[src/rtl/display_pkg.sv]
// Shared display constants: digit count, blank codes, hex segment patterns, scan states.
package display_pkg;

    localparam int unsigned NDIG   = 4;
    localparam int unsigned HEX_W  = 4;
    localparam int unsigned SEG_W  = 7;
    localparam int unsigned IDX_W  = 2;
    localparam int unsigned DATA_W = NDIG * HEX_W;

    localparam logic [SEG_W-1:0] SEG_BLANK = 7'b1111111;
    localparam logic [NDIG-1:0]  AN_OFF    = 4'b1111;

    // Active-low a..g patterns, seg[6]=a ... seg[0]=g
    localparam logic [SEG_W-1:0] SEG_HEX_0 = 7'b0000001;
    localparam logic [SEG_W-1:0] SEG_HEX_1 = 7'b1001111;
    localparam logic [SEG_W-1:0] SEG_HEX_2 = 7'b0010010;
    localparam logic [SEG_W-1:0] SEG_HEX_3 = 7'b0000110;
    localparam logic [SEG_W-1:0] SEG_HEX_4 = 7'b1001100;
    localparam logic [SEG_W-1:0] SEG_HEX_5 = 7'b0100100;
    localparam logic [SEG_W-1:0] SEG_HEX_6 = 7'b0100000;
    localparam logic [SEG_W-1:0] SEG_HEX_7 = 7'b0001111;
    localparam logic [SEG_W-1:0] SEG_HEX_8 = 7'b0000000;
    localparam logic [SEG_W-1:0] SEG_HEX_9 = 7'b0000100;
    localparam logic [SEG_W-1:0] SEG_HEX_A = 7'b0001000;
    localparam logic [SEG_W-1:0] SEG_HEX_B = 7'b1100000;
    localparam logic [SEG_W-1:0] SEG_HEX_C = 7'b0110001;
    localparam logic [SEG_W-1:0] SEG_HEX_D = 7'b1000010;
    localparam logic [SEG_W-1:0] SEG_HEX_E = 7'b0110000;
    localparam logic [SEG_W-1:0] SEG_HEX_F = 7'b0111000;

    typedef enum logic {
        BLANK = 1'b0,
        DRIVE = 1'b1
    } scan_state_e;

    // Display contents as four hex nibbles, digit0 in the low nibble
    typedef logic [NDIG-1:0][HEX_W-1:0] digits_t;

endpackage

[src/rtl/display_scan_ctrl_if.sv]
// Display-contents update handshake between the sequencer and the scan controller.
interface display_scan_ctrl_if;
    import display_pkg::*;

    logic              upd_req;
    logic [DATA_W-1:0] upd_data;
    logic [NDIG-1:0]   upd_mask;
    logic              upd_ack;

    modport master (
        output upd_req,
        output upd_data,
        output upd_mask,
        input  upd_ack
    );

    modport slave (
        input  upd_req,
        input  upd_data,
        input  upd_mask,
        output upd_ack
    );

endinterface

[src/rtl/seg7_decode.sv]
// Hex code to active-low 7-segment pattern; purely combinational.
module seg7_decode
    import display_pkg::*;
(
    input  logic [HEX_W-1:0] code,
    output logic [SEG_W-1:0] seg_c
);

    // Table lookup for all 16 hex codes
    always_comb begin
        seg_c = SEG_BLANK;
        case (code)
            4'h0: seg_c = SEG_HEX_0;
            4'h1: seg_c = SEG_HEX_1;
            4'h2: seg_c = SEG_HEX_2;
            4'h3: seg_c = SEG_HEX_3;
            4'h4: seg_c = SEG_HEX_4;
            4'h5: seg_c = SEG_HEX_5;
            4'h6: seg_c = SEG_HEX_6;
            4'h7: seg_c = SEG_HEX_7;
            4'h8: seg_c = SEG_HEX_8;
            4'h9: seg_c = SEG_HEX_9;
            4'hA: seg_c = SEG_HEX_A;
            4'hB: seg_c = SEG_HEX_B;
            4'hC: seg_c = SEG_HEX_C;
            4'hD: seg_c = SEG_HEX_D;
            4'hE: seg_c = SEG_HEX_E;
            4'hF: seg_c = SEG_HEX_F;
            default: seg_c = SEG_BLANK;
        endcase
    end

endmodule

[src/rtl/display_scan_ctrl.sv]
// Time-multiplexed 4-digit 7-segment scan controller with per-slot blanking guard
// and frame-aligned loading of new display contents.
module display_scan_ctrl
    import display_pkg::*;
#(
    parameter int unsigned PRESCALE  = 50000,
    parameter int unsigned BLANK_CYC = 500
) (
    input  logic               CLK,
    input  logic               rst,
    display_scan_ctrl_if.slave upd,
    output logic [SEG_W-1:0]   seg,
    output logic [NDIG-1:0]    an,
    output logic [IDX_W-1:0]   digit_idx,
    output logic               frame_tick
);

    localparam int unsigned     CNT_W      = $clog2(PRESCALE);
    localparam logic [CNT_W-1:0] CNT_LAST   = CNT_W'(PRESCALE - 1);
    localparam logic [CNT_W-1:0] BLANK_LAST = CNT_W'((BLANK_CYC == 0) ? 0 : BLANK_CYC - 1);
    localparam logic            BLANK_EN   = (BLANK_CYC != 0);
    localparam logic [IDX_W-1:0] IDX_LAST   = IDX_W'(NDIG - 1);

    logic [CNT_W-1:0] count;
    logic [IDX_W-1:0] idx;
    scan_state_e      state;
    digits_t          shadow;
    logic [NDIG-1:0]  mask;

    logic             slot_end;
    logic             frame_end;
    logic             lit;
    logic [SEG_W-1:0] cur_seg;

    assign slot_end  = (count == CNT_LAST);
    assign frame_end = slot_end && (idx == IDX_LAST);
    assign lit       = (state == DRIVE) && mask[idx];

    seg7_decode u_dec (
        .code  (shadow[idx]),
        .seg_c (cur_seg)
    );

    // Slot counter, digit index, blank/drive FSM, frame-aligned capture and registered outputs
    always_ff @(posedge CLK or negedge rst) begin
        if (!rst) begin
            count       <= '0;
            idx         <= '0;
            state       <= BLANK;
            shadow      <= '0;
            mask        <= '0;
            an          <= AN_OFF;
            seg         <= SEG_BLANK;
            digit_idx   <= '0;
            frame_tick  <= 1'b0;
            upd.upd_ack <= 1'b0;
        end else begin
            count <= slot_end ? '0 : count + CNT_W'(1);
            if (slot_end) begin
                idx <= idx + IDX_W'(1);
            end

            case (state)
                BLANK: begin
                    if (!BLANK_EN || (count == BLANK_LAST)) begin
                        state <= DRIVE;
                    end
                end
                DRIVE: begin
                    if (slot_end && BLANK_EN) begin
                        state <= BLANK;
                    end
                end
                default: state <= BLANK;
            endcase

            // Outputs reflect the pre-edge state/count/idx, so they trail by one cycle
            an          <= lit ? ~(NDIG'(1) << idx) : AN_OFF;
            seg         <= lit ? cur_seg : SEG_BLANK;
            digit_idx   <= idx;
            frame_tick  <= frame_end;
            upd.upd_ack <= frame_end && upd.upd_req;

            // New contents only take effect at a frame boundary
            if (frame_end && upd.upd_req) begin
                shadow <= digits_t'(upd.upd_data);
                mask   <= upd.upd_mask;
            end
        end
    end

endmodule

[src/flat_wrapper.sv]
// flat-port wrapper written by rule: the top's interface ports become plain ports
module display_scan_ctrl_flat import display_pkg::*;
#(
    parameter int unsigned PRESCALE  = 50000,
    parameter int unsigned BLANK_CYC = 500
)
  (CLK, rst, seg, an, digit_idx, frame_tick, upd_upd_req, upd_upd_data, upd_upd_mask, upd_upd_ack);
  display_scan_ctrl_if upd_i ();
  input  logic CLK;
  input  logic rst;
  output logic [SEG_W-1:0] seg;
  output logic [NDIG-1:0] an;
  output logic [IDX_W-1:0] digit_idx;
  output logic frame_tick;
  input wire logic [$bits(upd_i.upd_req)-1:0] upd_upd_req;
  input wire logic [$bits(upd_i.upd_data)-1:0] upd_upd_data;
  input wire logic [$bits(upd_i.upd_mask)-1:0] upd_upd_mask;
  output wire logic [$bits(upd_i.upd_ack)-1:0] upd_upd_ack;
  assign upd_i.upd_req = upd_upd_req;
  assign upd_i.upd_data = upd_upd_data;
  assign upd_i.upd_mask = upd_upd_mask;
  assign upd_upd_ack = upd_i.upd_ack;
  display_scan_ctrl #(.PRESCALE(PRESCALE), .BLANK_CYC(BLANK_CYC)) u_core (.CLK(CLK), .rst(rst), .upd(upd_i), .seg(seg), .an(an), .digit_idx(digit_idx), .frame_tick(frame_tick));
endmodule
[config.mk]
export PLATFORM = sky130hd
export DESIGN_NAME = display_scan_ctrl_flat
export DESIGN_NICKNAME = d
export VERILOG_FILES = /design/src/rtl/display_pkg.sv /design/src/rtl/display_scan_ctrl_if.sv /design/src/rtl/seg7_decode.sv /design/src/rtl/display_scan_ctrl.sv /design/src/flat_wrapper.sv
export SDC_FILE = /design/constraint.sdc
export NUM_CORES = 1
export LEC_CHECK = 0
export CAP_MARGIN = 20
export CELL_PAD_IN_SITES_DETAIL_PLACEMENT = 1
export CELL_PAD_IN_SITES_GLOBAL_PLACEMENT = 2
export CORE_ASPECT_RATIO = 0.9
export CORE_MARGIN = 4
export CORE_UTILIZATION = 33
export DETAILED_ROUTE_END_ITERATION = 8
export PLACE_DENSITY_LB_ADDON = 0.1
export SETUP_SLACK_MARGIN = 0.02
export SYNTH_ARGS = -nofsm -noshare
export SYNTH_HDL_FRONTEND = slang
export SYNTH_SLANG_ARGS = --single-unit
[constraint.sdc]
create_clock -name CLK -period 2.3 [get_ports CLK]
set_clock_uncertainty 0.15 [all_clocks]
set_input_delay 0.23 -clock CLK [delete_from_list [all_inputs] [get_ports CLK]]
set_output_delay 0.23 -clock CLK [all_outputs]
set_load 0.03 [all_outputs]
-- Word level (Yosys, flattened, before mapping)
Memories as Yosys holds them, arrays and structs flattened.
Index checks and enable logic that the tools add are counted.
- $add $sub $neg: 2
- magnitude comparators: 1
- equality and inequality tests: 3
- shift operators: 1
- muxes and demuxes: 10
- bitwise logic cells: 2
- reductions and logical operators: 3
- operators with widths (kind ; number):
    adder 16 x 1 -> 16 bit (second input constant) ; 1
    == test 16 bit (second input constant) ; 1
    == test 16 x 9 -> 1 bit (second input constant) ; 1
    two-way mux 16 bit ; 1
    binary-select mux 4 bit (select 2 bit) ; 1
    two-way mux 4 bit ; 2
    two-way mux 7 bit ; 1
    NOT 4 bit ; 1
    left shift 1 x 2 -> 4 bit (first input constant) ; 1
    logical AND 1 bit ; 3
    less-than comparator 2 x 3 -> 1 bit (second input constant) ; 1
    two-way mux 1 bit ; 3
    adder 2 x 1 -> 2 bit (second input constant) ; 1
    binary-select mux 1 bit (select 2 bit) ; 1
    == test 2 bit (second input constant) ; 1
    one-hot mux 1 bit (2 select lines) ; 1
    NOT 1 bit ; 1
- flip-flop bits (word level): 54
- ROM bits: 112
- input port bits: 23
- output and inout port bits: 15
- logic and storage cells: 36
- memories kept: 1
- memory list (memory ; depth ; bits a word ; read ports ; clocked after Yosys merged registers in ; write ports ; RTL line ; text):
    (name not given) ; 16 ; 7 ; 1 ; 0 ; 0 ; seg7_decode.sv:12 ; case (code)

-- Longest topological paths before layout
Gate-level depths: netlist of run 1.
- word-level depth: 4
- depth in mapped cells: 8
- mapped depth without buffers: 7

-- Hierarchy
From an unflattened synthesis of run 1, not the netlist that was laid out.
- cell total of the unflattened synthesis: 203
- area total of the unflattened synthesis: 2568.7 µm²
- by module, submodules not included (module ; times used ; cells each ; area an instance (µm²) ; sequential area each (µm²)):
    display_scan_ctrl ; 1 ; 170 ; 2299.7 ; 1365.1
    seg7_decode ; 1 ; 33 ; 269.0 ; 0.0

-- Least setup slack after synthesis of run 1
OpenSTA, ideal clock, no wires.
- path kind: register to register
- start point: register u_core.count[11]
- end point: register u_core.mask[0]
- setup time: 0.125 ns
- data arrival time: 2.007 ns
- required time: 2.025 ns
- path slack: 0.018 ns
- cell stages (with the launch flop): 6
- path buffers: 1
- clock period less this slack: 2.282 ns
- path through: dfrtp_1 or4_4 nor4_4 and3_4 buf_12 mux2_4
- cells in the longest elaborated chain, start to end: 3
- ends and longest elaborated chain (what ; RTL line ; text):
    from (decl) ; display_scan_ctrl.sv:24 ; logic [CNT_W-1:0] count;
    from (signal assigned) ; display_scan_ctrl.sv:58 ; count <= slot_end ? '0 : count + CNT_W'(1);
    == test 16 bit ; display_scan_ctrl.sv:35 ; assign slot_end = (count == CNT_LAST);
    logical AND 1 bit ; display_scan_ctrl.sv:36 ; assign frame_end = slot_end && (idx == IDX_LAST);
    logical AND 1 bit ; display_scan_ctrl.sv:85 ; if (frame_end && upd.upd_req) begin
    to (signal assigned) ; display_scan_ctrl.sv:87 ; mask <= upd.upd_mask;
    to (decl) ; display_scan_ctrl.sv:28 ; logic [NDIG-1:0] mask;
Every way passes these cells.
A chain may end at the register's enable or synchronous reset.

-- Worst setup path after layout of run 1
- start point: register u_core.count[11]
- end point: register u_core.shadow[5] in the netlist's numbering
- cells in the longest elaborated chain, start to end: 3
- ends and longest elaborated chain (what ; RTL line ; text):
    == test 16 bit ; display_scan_ctrl.sv:35 ;
    logical AND 1 bit ; display_scan_ctrl.sv:36 ;
    logical AND 1 bit ; display_scan_ctrl.sv:85 ;
    to (signal assigned) ; display_scan_ctrl.sv:86 ; shadow <= digits_t'(upd.upd_data);
    to (decl) ; display_scan_ctrl.sv:27 ; digits_t shadow;
Every way passes these cells.

==> summary.md, run 1 <==
| Metric | Value |
|---|---|
| End of the critical path | u_core.shadow[5] |
| Synth-to-Final Area Change | 26.0% |
| Combinational group share of total power | 0.038 |
| Internal Power | 1.31 mW |
| Wire per inst | 16.0 um |
| Post-synthesis register bit count | 54 |
| Setup Viol. Count Final | 0 |
| Cell Pwr Density | 497 nW/um2 |
| Share of power burned in registers | 0.577 |
| CP required | 2.34 ns |
| Post-CTS setup buffer count | 0 |
| DR DRC count | 0 |
| R2r setup slk | 0.14 ns |
| Worst path top cell family by delay | simple AND/OR/NAND/NOR gates |
| Syn_nets | 237 |
| Worst Path Arrival | 2.21 ns |
| Net Sw Frac | 0.206 |
| Seq/Total Area, Yosys | 0.519 |
| VDD IR max | 0.000229 V |
| Reg2Reg Depth | 5 |
| RSZ-0062 raised after global routing | no |
| H-tree Lvls | 2 |
| WP buf/inv | 1 |
| Multi-input logic area | 1170 um2 |
| RR Startpoint | u_core.count[11] |
| Area contributors post-synth | dfrtp_1 (41%), mux2_4 (11%), dfstp_2 (11%) |
| Routability cong. | 0.723 |
| Fmax | 0.462 GHz |
| CTS root buf | clkbuf_8 |
| CTS Sinks | 54 |
| FP Rows | 30 |
| FF/Latch Area | 1370 um2 |
| Fillers | 821 |
| CTS Buf Count | 5 |
| Max Slew Vio Count | 0 |
| TritonCTS clock tree | yes |
| Initial Util | 0.344 |
| # diodes | 0 |
| DRT Pass-1 Iters | 4 |
| Worst-Skew Late Latency | 0.30 ns |
| Setup crit end kind | flip-flop |
| 1st-iter DRT viols | 63 |
| Post-place instance area | 3190 um2 |
| Status | finished, final reports clean |
| WP depth | 5 |
| First-pass GRT wire length | 9670 um |
| CP startpoint | u_core.count[11] |
| WS Path Type | reg2reg |
| Slowest CP cell | or4_4 |
| Cell Area, Synth | 2630 um2 |
| R2R Path End | u_core.shadow[5] |
| Die ar. | 9470 um2 |
| Port Buffers | 37 |
| Grt total ovfl | 0 |
| CP Cell Sequence | or4_4, nor4_4, and3_4, buf_12, mux2_4 |
| Min Hold Slack | 0.291 ns |
| Yosys warning count | 0 |
| Clock power share | 0.386 |
| Layout cells sized above 1 | 0.254 |
| Via density | 4.73 |
| Setup_tns | 0 ns |
| Startpoint Class | flip-flop |
| Final nets | 290 |
| Routed Wire Length | 5620 um |
| Share of the synthesized area in the top cell type | 0.409 |
| Antenna violations before repair | 0 |
| Yosys cell types | 42 |
| Crit path max fanout | 20 |
| Crit-path max cell delay | 0.58 ns |
| Routed Antenna Nets | 0 |
| Synth area leader | dfrtp_1 |
| Chip width | 102 um |
| Vias in the first global route | 1832 |
| Cells after Synth | 202 |
| Post-route cell area | 3310 um2 |
| Least-Margin Pin Slew | 0.542 ns |
| Mean Syn Cell Area | 13.0 um2 |
| Max_cap viols | 0 |
| # IOs | 38 |
| Clock Tree Buf Depth | 2 |
| Final period util | 0.940 |
| Switching pwr | 0.339 mW |
| Core box area | 7660 um2 |
| Tightest Hold Check Type | in2async |
| Leak Pwr | 1.39 nW |
| Final hold violation count | 0 |
| Rel. slew slack | 0.638 |
| GRT Util Overall | 0.131 |
| Fin crit period | 2.16 ns |
| Clock Pin Slew Worst Setup and Hold Paths | 0.10 ns |
| Die H | 92.7 um |
| Largest net degree at the start of global routing | 34 |
| DR vias | 1664 |
| Post-DP HPWL | 4210 um |
routing by layer:
layer | share of wire | wire length [um] | GRT usage
met4 | 0.0052 | 29 | 0.0230
met5 | 0 | 0 | 0
met1 | 0.54 | 3050 | 0.202
met3 | 0.039 | 222 | 0.0286
met2 | 0.41 | 2320 | 0.187
per-stage QoR:
stage	utilization	setup slack (ns)	std cells	total power [mW]
finish	0.433	0.137	352	1.65
global route	0.433	0.0778	352	1.73
CTS	0.433	0.130	352	1.67
detailed placement	0.417	0.151	343	1.03
global placement	0.417	0.174	343	1.03
floorplan	-	0.137	202	0.969
cell usage in the layout, fill, tap and decap left out, types with 3 or more instances in the layout:
| cell | n |
|---|---|
| or4_1 | 3 |
| nand2_1 | 14 |
| clkdlybuf4s50_1 | 36 |
| a21oi_1 | 4 |
| mux2_4 | 20 |
| nor2_1 | 13 |
| buf_4 | 13 |
| o211ai_1 | 3 |
| dfstp_2 | 11 |
| inv_1 | 9 |
| nor3_1 | 4 |
| ha_1 | 12 |
| xnor2_1 | 10 |
| mux4_2 | 5 |
| xor2_1 | 3 |
| mux2i_1 | 3 |
| dfrtp_1 | 42 |
| clkbuf_8 | 5 |
| and3_1 | 4 |
| nand3_1 | 7 |
cell families after synthesis:
| logic type | after synthesis | synth area share |
|---|---|---|
| AOI/OAI and AO/OA | 16 | 0.0404 |
| xor gates and xnor gates | 13 | 0.0433 |
| adders and majority gates | 12 | 0.0571 |
| buffers and inverters | 16 | 0.0357 |
| DFF | 54 | 0.519 |
| muxes | 29 | 0.173 |
| and+or+nand+nor | 62 | 0.132 |
flip-flops by register name, summed over array words and instances (netlist names), 2 cells and up:
name / count
u_core.count: 16
u_core.shadow: 16
u_core.idx: 2
u_core.digit_idx: 2
u_core.an: 4
u_core.seg: 7
u_core.mask: 4
cell type report:
| cell class | count | area share |
|---|---|---|
| sequential | 54 | 0.412 |
| multi-input combinational | 132 | 0.354 |
| timing repair buffer | 53 | 0.155 |
| tap | 96 | 0.0362 |
| clock buffer | 5 | 0.0208 |
| clock inverter | 3 | 0.0121 |
| inverter | 9 | 0.0102 |
synth_stat cells (all sizes together):
cell	count
xnor2	10
xor2	3
inv	9
a21oi	4
buf	3
clkbuf	4
ha	12
and3	5
o21ai	2
or4	4
o211ai	3
nor4	2
nor3b	1
and4	1
nand4	2
nand2	14
a31oi	1
nand4b	1
mux2i	3
o32ai	1
nor2b	1
nand3	7
nor3	4
dfrtp	43
nor2	13
dfstp	11
and2	2
mux2	21
or3	1
nand4bb	1
mux4	5
o31ai	2
o22ai	1
o221ai	2
nand3b	1
nand2b	2
what timing repair did:
| action | in CTS | in global routing |
|---|---|---|
| hold endpoints to repair | 10 | 0 |
| resized for setup | 0 | 1 |
| hold buffers | 1 | 0 |
| endpoints found under the setup margin | 0 | 1 |
how the worst min path moves through the flow:
stage	startpoint	endpoint	slack, ns
floorplan	rst	u_core.count[0]	-0.22
global placement	rst	u_core.digit_idx[0]	0.10
detailed placement	rst	u_core.digit_idx[0]	0.1
CTS	rst	u_core.digit_idx[0]	0.31
global route	rst	u_core.digit_idx[0]	0.35
finish	rst	u_core.digit_idx[0]	0.29
worst register-to-register path: stages, from the launching register on:
cell and delay, ns:
dfrtp_1 0.42, or4_4 0.58, nor4_4 0.17, and3_4 0.23
buf_12 0.19, mux2_4 0.33
power by group through the flow:
stage | combinational (mW) | clock (mW) | sequential (mW)
6_report | 0.0622 | 0.635 | 0.950
5_1_grt | 0.0692 | 0.707 | 0.950
4_1_cts | 0.0647 | 0.657 | 0.950
3_5_place_dp | 0.0629 | 0 | 0.968
3_3_place_gp | 0.0638 | 0 | 0.968
2_1_floorplan | 0.000837 | 0 | 0.968
No activity file was read; power rests on OpenSTA's default activity.
==> run 2, diff against run 1 <==
--- a/config.mk
+++ b/config.mk
@@ -14,6 +14,7 @@
 export DETAILED_ROUTE_END_ITERATION = 8
 export PLACE_DENSITY_LB_ADDON = 0.1
 export SETUP_SLACK_MARGIN = 0.02
+export SKIP_LAST_GASP = 1
 export SYNTH_ARGS = -nofsm -noshare
 export SYNTH_HDL_FRONTEND = slang
 export SYNTH_SLANG_ARGS = --single-unit
==> results of run 2 <==
No change in the layout: final DEF, timing and power equal those of run 1.
==> patch 1: new RTL, settings of run 1 <==
Reset style: synchronous (`rst`), changed in one clocked block.
--- a/src/rtl/display_scan_ctrl.sv
+++ b/src/rtl/display_scan_ctrl.sv
@@ -42,7 +42,7 @@
     );
 
     // Slot counter, digit index, blank/drive FSM, frame-aligned capture and registered outputs
-    always_ff @(posedge CLK or negedge rst) begin
+    always_ff @(posedge CLK) begin
         if (!rst) begin
             count       <= '0;
             idx         <= '0;
Check against the original RTL: same outputs for any inputs over 10 cycles, from zero or initial values and one cycle with rst low; that may be too few to reach the edited logic, so the function may still have changed.
==> patch 1 against run 1 <==
  * Core utilization is 1.3 points lower
  * Total power is 7.3% lower
  * Largest power group unchanged
  * Die area is 0.87% higher
  * Largest cell class is now multi-input combinational cells
  * Worst setup slack better by 0.046 ns
  * Sequential power is 0.5% lower
  * Design area is 2.6% lower
  * Wire length is 19% higher
  * Critical path type unchanged
  * Area after synthesis is 0.95% higher
  * Sequential cell count stayed put
==> patch 1: results (changes against run 1) <==
- Global routing met1 resource utilization: 23.0% (was 20.2%)
- The routing usage on met3 came to 2.98% (was 2.86%).
- Outcome: finished clean (unchanged)
- Hold Crit Class: reg -> reg (was in -> async)
- The met2 usage in global routing came to 22.2% (was 18.7%).
* Share of synthesized area occupied by flip-flops and latches: 40.7% (was 51.9%)
- The global placer's final weighted congestion came to 0.740 (was 0.723).
- The data arrival time at the worst-slack endpoint was 2.13 ns (was 2.21 ns).
- Share of async-settable or async-resettable flops after synthesis: 0% (was 100%)
- Synthesized netlist cell count: 268 (was 202)
* Dpl cell area: 0.00315 sq mm (was 0.00319 sq mm)
- The insertion delay of the later-clocked pin in the worst-skew pair is 0.30 ns (about the same).
- The number of placed cells counting well taps was 396 (was 343).
- The count of inserted antenna diode cells is 0 (unchanged).
- Post-Place Worst Slack: 0.156 ns (was 0.151 ns)
- Worst-margin pin slew: 0.488 ns (was 0.542 ns)
- Highest-delay cell along the critical path: mux4_2 (was or4_4)
- Layout cells sized above 1: 16.6% (was 25.4%)
- Post-DR vias/cell: 5.33 (was 4.73)
* Final HPWL from detailed placement: 4690 um (was 4210 um)
- The number of filler cells placed in the layout was 862 (was 821).
- The initial antenna violation count came to 0 (unchanged).
* Number of cells traversed by the worst register-to-register path: 5 (unchanged)
- The number of nets in the finished design was 341 (was 290).
- The number of buffers added by the clock tree synthesis step was 5 (unchanged).
- Highest cell delay on the worst timing path: 0.64 ns (was 0.58 ns)
- Crit path max fanout: 5 (was 20)
- Clock input transition at the sequential cells of the worst setup and hold paths: 0.09 ns
- Mean routed wirelength per cell: 16.6 um (was 16.0 um)
* IR Drop Worst-Case VDD: 219 uV (was 229 uV)
- The post-synthesis net count came to 302 (was 237).
- The maximum buffer depth of the clock tree is 2 (unchanged).
- The flip-flop cell with the highest count after synthesis was dfxtp_1 (was dfrtp_1).
- Via total after detailed routing: 2150 (was 1664)
- Area contributors post-synth: dfxtp_1 (41%), o31ai_2 (8.5%), nand4_1 (5.9%), ha_1 (5.2%), a21oi_1 (4.7%) (was dfrtp_1 (41%), mux2_4 (11%), dfstp_2 (11%), ha_1 (5.7%), mux4_2 (4.3%))
- The yosys synthesis warning count is 0 (unchanged).
- Postcts setup bufs: 0 (unchanged)
- The leakage power figure came to 1.03 nW (was 1.39 nW).
- First-pass GRT wire length: 11500 um (was 9670 um)
- The overall fraction of global-route tracks in use is 15.2% (was 13.1%).
- The maximum number of pins on one net before global-route repair came to 25 (was 34).
* Commonest cells in the netlist: dfxtp_1 (54), a21oi_1 (25), nand4_1 (25) (was dfrtp_1 (43), mux2_4 (20), nand2_1 (14))
* Count of unique library cells instantiated by Yosys: 43 (was 42)
==> patch 1: cell types whose count changed after synthesis, moves of 18 or more <==
cell	change
dfxtp_1	+54
nand4_1	+23
a21oi_1	+21
dfrtp_1	-43
o31ai_2	+18
mux2_4	-20
==> patch 1: cell families after synthesis <==
group                      share of synthesized area [%]
adders and majority gates                           5.18
DFF                                                 40.7
and+or+nand+nor                                     19.8
xor gates and xnor gates                            4.29
muxes                                               5.37
buffers and inverters                               6.83
AOI/OAI and AO/OA                                   17.8
==> patch 1: worst paths after layout <==
check,slack [ns],endpoint,startpoint
max,0.18,u_core.seg[5],u_core.idx[0]
min,0.32,u_core.shadow[13],u_core.shadow[13]
max reg2reg,0.18,u_core.seg[5],u_core.idx[0]
min reg2reg,0.32,u_core.shadow[13],u_core.shadow[13]
==> patch 1: layer usage <==
metal | wire, um | up-vias
met1 | 3570 | 1052
met2 | 2850 | 32
met5 | 0 | -
met3 | 227 | 4
li1 | - | 1062
met4 | 54 | 0
==> patch 1: report_power, final <==
group | total [mW] | switching (mW) | internal (mW)
Combinational | 0.0719 | 0.0261 | 0.0458
Sequential | 0.945 | 0.00662 | 0.939
Clock | 0.509 | 0.298 | 0.211
==> patch 1: worst max-delay path: cells and delay by family, from the launching register on <==
kind | cells | cell delay, ns
compound gates | 2 | 0.28
fa+ha+maj | 1 | 0.26
buf+inv | 1 | 0.16
flops | 1 | 0.48
mux | 1 | 0.64
==> patch 1: area by class of cell <==
cell class | count | area [sq um] | share of cell area, %
Sequential cell | 54 | 1080 | 33.5
Clock buffer | 7 | 76.3 | 2.37
Tap cell | 96 | 120 | 3.72
Timing Repair Buffer | 53 | 515 | 16.0
Multi-Input combinational cell | 183 | 1400 | 43.3
Inverter | 10 | 37.5 | 1.16
==> patch 2: new RTL, settings of run 1 <==
Without the edit above. `NDIG`: 4 -> 5.
--- a/src/rtl/display_pkg.sv
+++ b/src/rtl/display_pkg.sv
@@ -1,7 +1,7 @@
 // Shared display constants: digit count, blank codes, hex segment patterns, scan states.
 package display_pkg;
 
-    localparam int unsigned NDIG   = 4;
+    localparam int unsigned NDIG   = 5;
     localparam int unsigned HEX_W  = 4;
     localparam int unsigned SEG_W  = 7;
     localparam int unsigned IDX_W  = 2;
Ports: changed (resized an, upd_upd_data and upd_upd_mask); port bits go from 38 to 44. No check against the original RTL was run, so the function may have changed too.
==> patch 2 against run 1 <==
  * Sequential cell count rose by 1
  * Total power up 2.6%
  * Design area is 0.72% lower
  * Worst setup slack improved by 0.010 ns
  * Largest power group unchanged
  * Area after synthesis up 1.6%
  * Wire length down 1.1%
  * Count of clock-buffer cells in the layout up 1
==> patch 2: results (changes against run 1) <==
- Count of unique library cells instantiated by Yosys: 40 (was 42)
- The sum of routed wire length over all layers came to 5560 um (was 5620 um).
- The number of signal-net buffers in the layout is 48 (was 53).
- Worst-margin pin slew: 0.579 ns (was 0.542 ns)
- Commonest cells in the netlist: dfrtp_1 (44), mux2_4 (20), nand2_1 (15) (was dfrtp_1 (43), mux2_4 (20), nand2_1 (14))
- Maximum number of pins on one net before global-route repair: 32 (was 34)
* Via total after detailed routing: 1647 (was 1664)
- The placed wire-length estimate after detailed placement was 4120 um (was 4210 um).
- Area contributors post-synth: dfrtp_1 (41%), mux2_4 (11%), dfstp_2 (11%), ha_1 (5.6%), mux4_2 (4.2%) (was dfrtp_1 (41%), mux2_4 (11%), dfstp_2 (11%), ha_1 (5.7%), mux4_2 (4.3%)).
- The floorplan core area came to 0.00769 sq mm (was 0.00766 sq mm).
- The layout multi-input combinational cell count came to 130 (was 132).
- Count of fill cells added during filler insertion: 802 (was 821)
* Total Nets Final: 289 (was 290)
- Highest cell delay on the worst timing path: 0.46 ns (was 0.58 ns)
- Number of global-route vias before repair: 1744 (was 1832)
- Post-Place Worst Slack: 0.163 ns (was 0.151 ns)
- Met2 WL: 2570 um (was 2320 um)
- Highest-delay cell along the critical path: dfrtp_1 (was or4_4)
* Dpl cell area: 0.00316 sq mm (was 0.00319 sq mm)
- The portion of the layout cell area used by non-clock buffers came to 14.1% (was 15.5%).
* Layout cells sized above 1: 22.8% (was 25.4%)
* Number of placed cells counting well taps: 337 (was 343)
- Arrival time at the worst endpoint: 2.18 ns (was 2.21 ns)
* IR Drop Worst-Case VDD: 360 uV (was 229 uV)
- The CTS sink count is 55 (was 54).
- Number of cells traversed by the worst register-to-register path: 4 (was 5)
* Post-DR vias/cell: 4.76 (was 4.73)
* Share of synthesized area occupied by flip-flops and latches: 52.0% (was 51.9%)
- Count of routing violations after the opening detailed-route iteration: 21 (was 63)
- The overall fraction of global-route tracks in use came to 12.5% (was 13.1%).
* Static leakage: 1.43 nW (was 1.39 nW)
- Outcome: finished clean (unchanged).
- Synthesized netlist cell count: 203 (was 202)
- The multi-input gate area in the final layout was 0.00116 sq mm (was 0.00117 sq mm).
- The layout clock buffer count came to 6 (was 5).
* Routability-driven placement congestion ratio: 0.777 (was 0.723)
- Net switching power: 0.333 mW (was 0.339 mW)
## patch 2: cell types whose count changed after synthesis, sizes merged, moves of 2 or more
cell and change:
clkbuf -3, nor2b +2, nor3 -3, buf +5, or4 -2, and4 +2
## patch 2: power by group through the flow
stage	Combinational [mW]	Sequential [mW]	Clock, mW
floorplan	0.00124	0.986	0
global placement	0.0647	0.985	0
detailed placement	0.0644	0.985	0
CTS	0.0660	0.967	0.692
global route	0.0706	0.968	0.729
finish	0.0629	0.967	0.660
## patch 2: per-stage QoR
stage / utilization, % / hold slack, ns
finish: 42.8 / 0.303
global route: 42.8 / 0.354
CTS: 42.7 / 0.322
detailed placement: 41.1 / 0.125
global placement: 41.1 / 0.117
floorplan: - / -0.216
## patch 2: kinds of logic (layout without fill, tap and decap cells)
group	count (synthesis)	after routing	share of synthesized area (%)
AO/OA/AOI/OAI	17	17	4.31
flip-flops	55	55	52.0
multiplexers	28	28	16.6
AND/OR/NAND/NOR	60	60	12.7
XOR/XNOR	13	13	4.26
buffers and inverters	18	65	4.49
adder cells (fa/ha/maj)	12	12	5.62
## patch 2: path summary, 6_finish.rpt
kind	from	end	slack, ns
max	u_core.count[10]	u_core.shadow[8]	0.15
min	rst	u_core.shadow[5]	0.30
max reg2reg	u_core.count[10]	u_core.shadow[8]	0.15
min reg2reg	u_core.count[7]	u_core.count[7]	0.36
max in group asynchronous	rst	u_core.an[2]	1.05
min in group CLK	u_core.count[7]	u_core.count[7]	0.36
## patch 2: critical path: cells and delay by family (launching register included)
family        cells  cell delay, ns
flops             1            0.46
mux               1            0.34
simple gates      3            1.06
## patch 2: routing by layer
metal  track usage [%]  up-vias
li1                  -      801
met1              18.6      821
met2              18.9       23
met3              2.54        2
met4              2.27        0
met5                 0        -
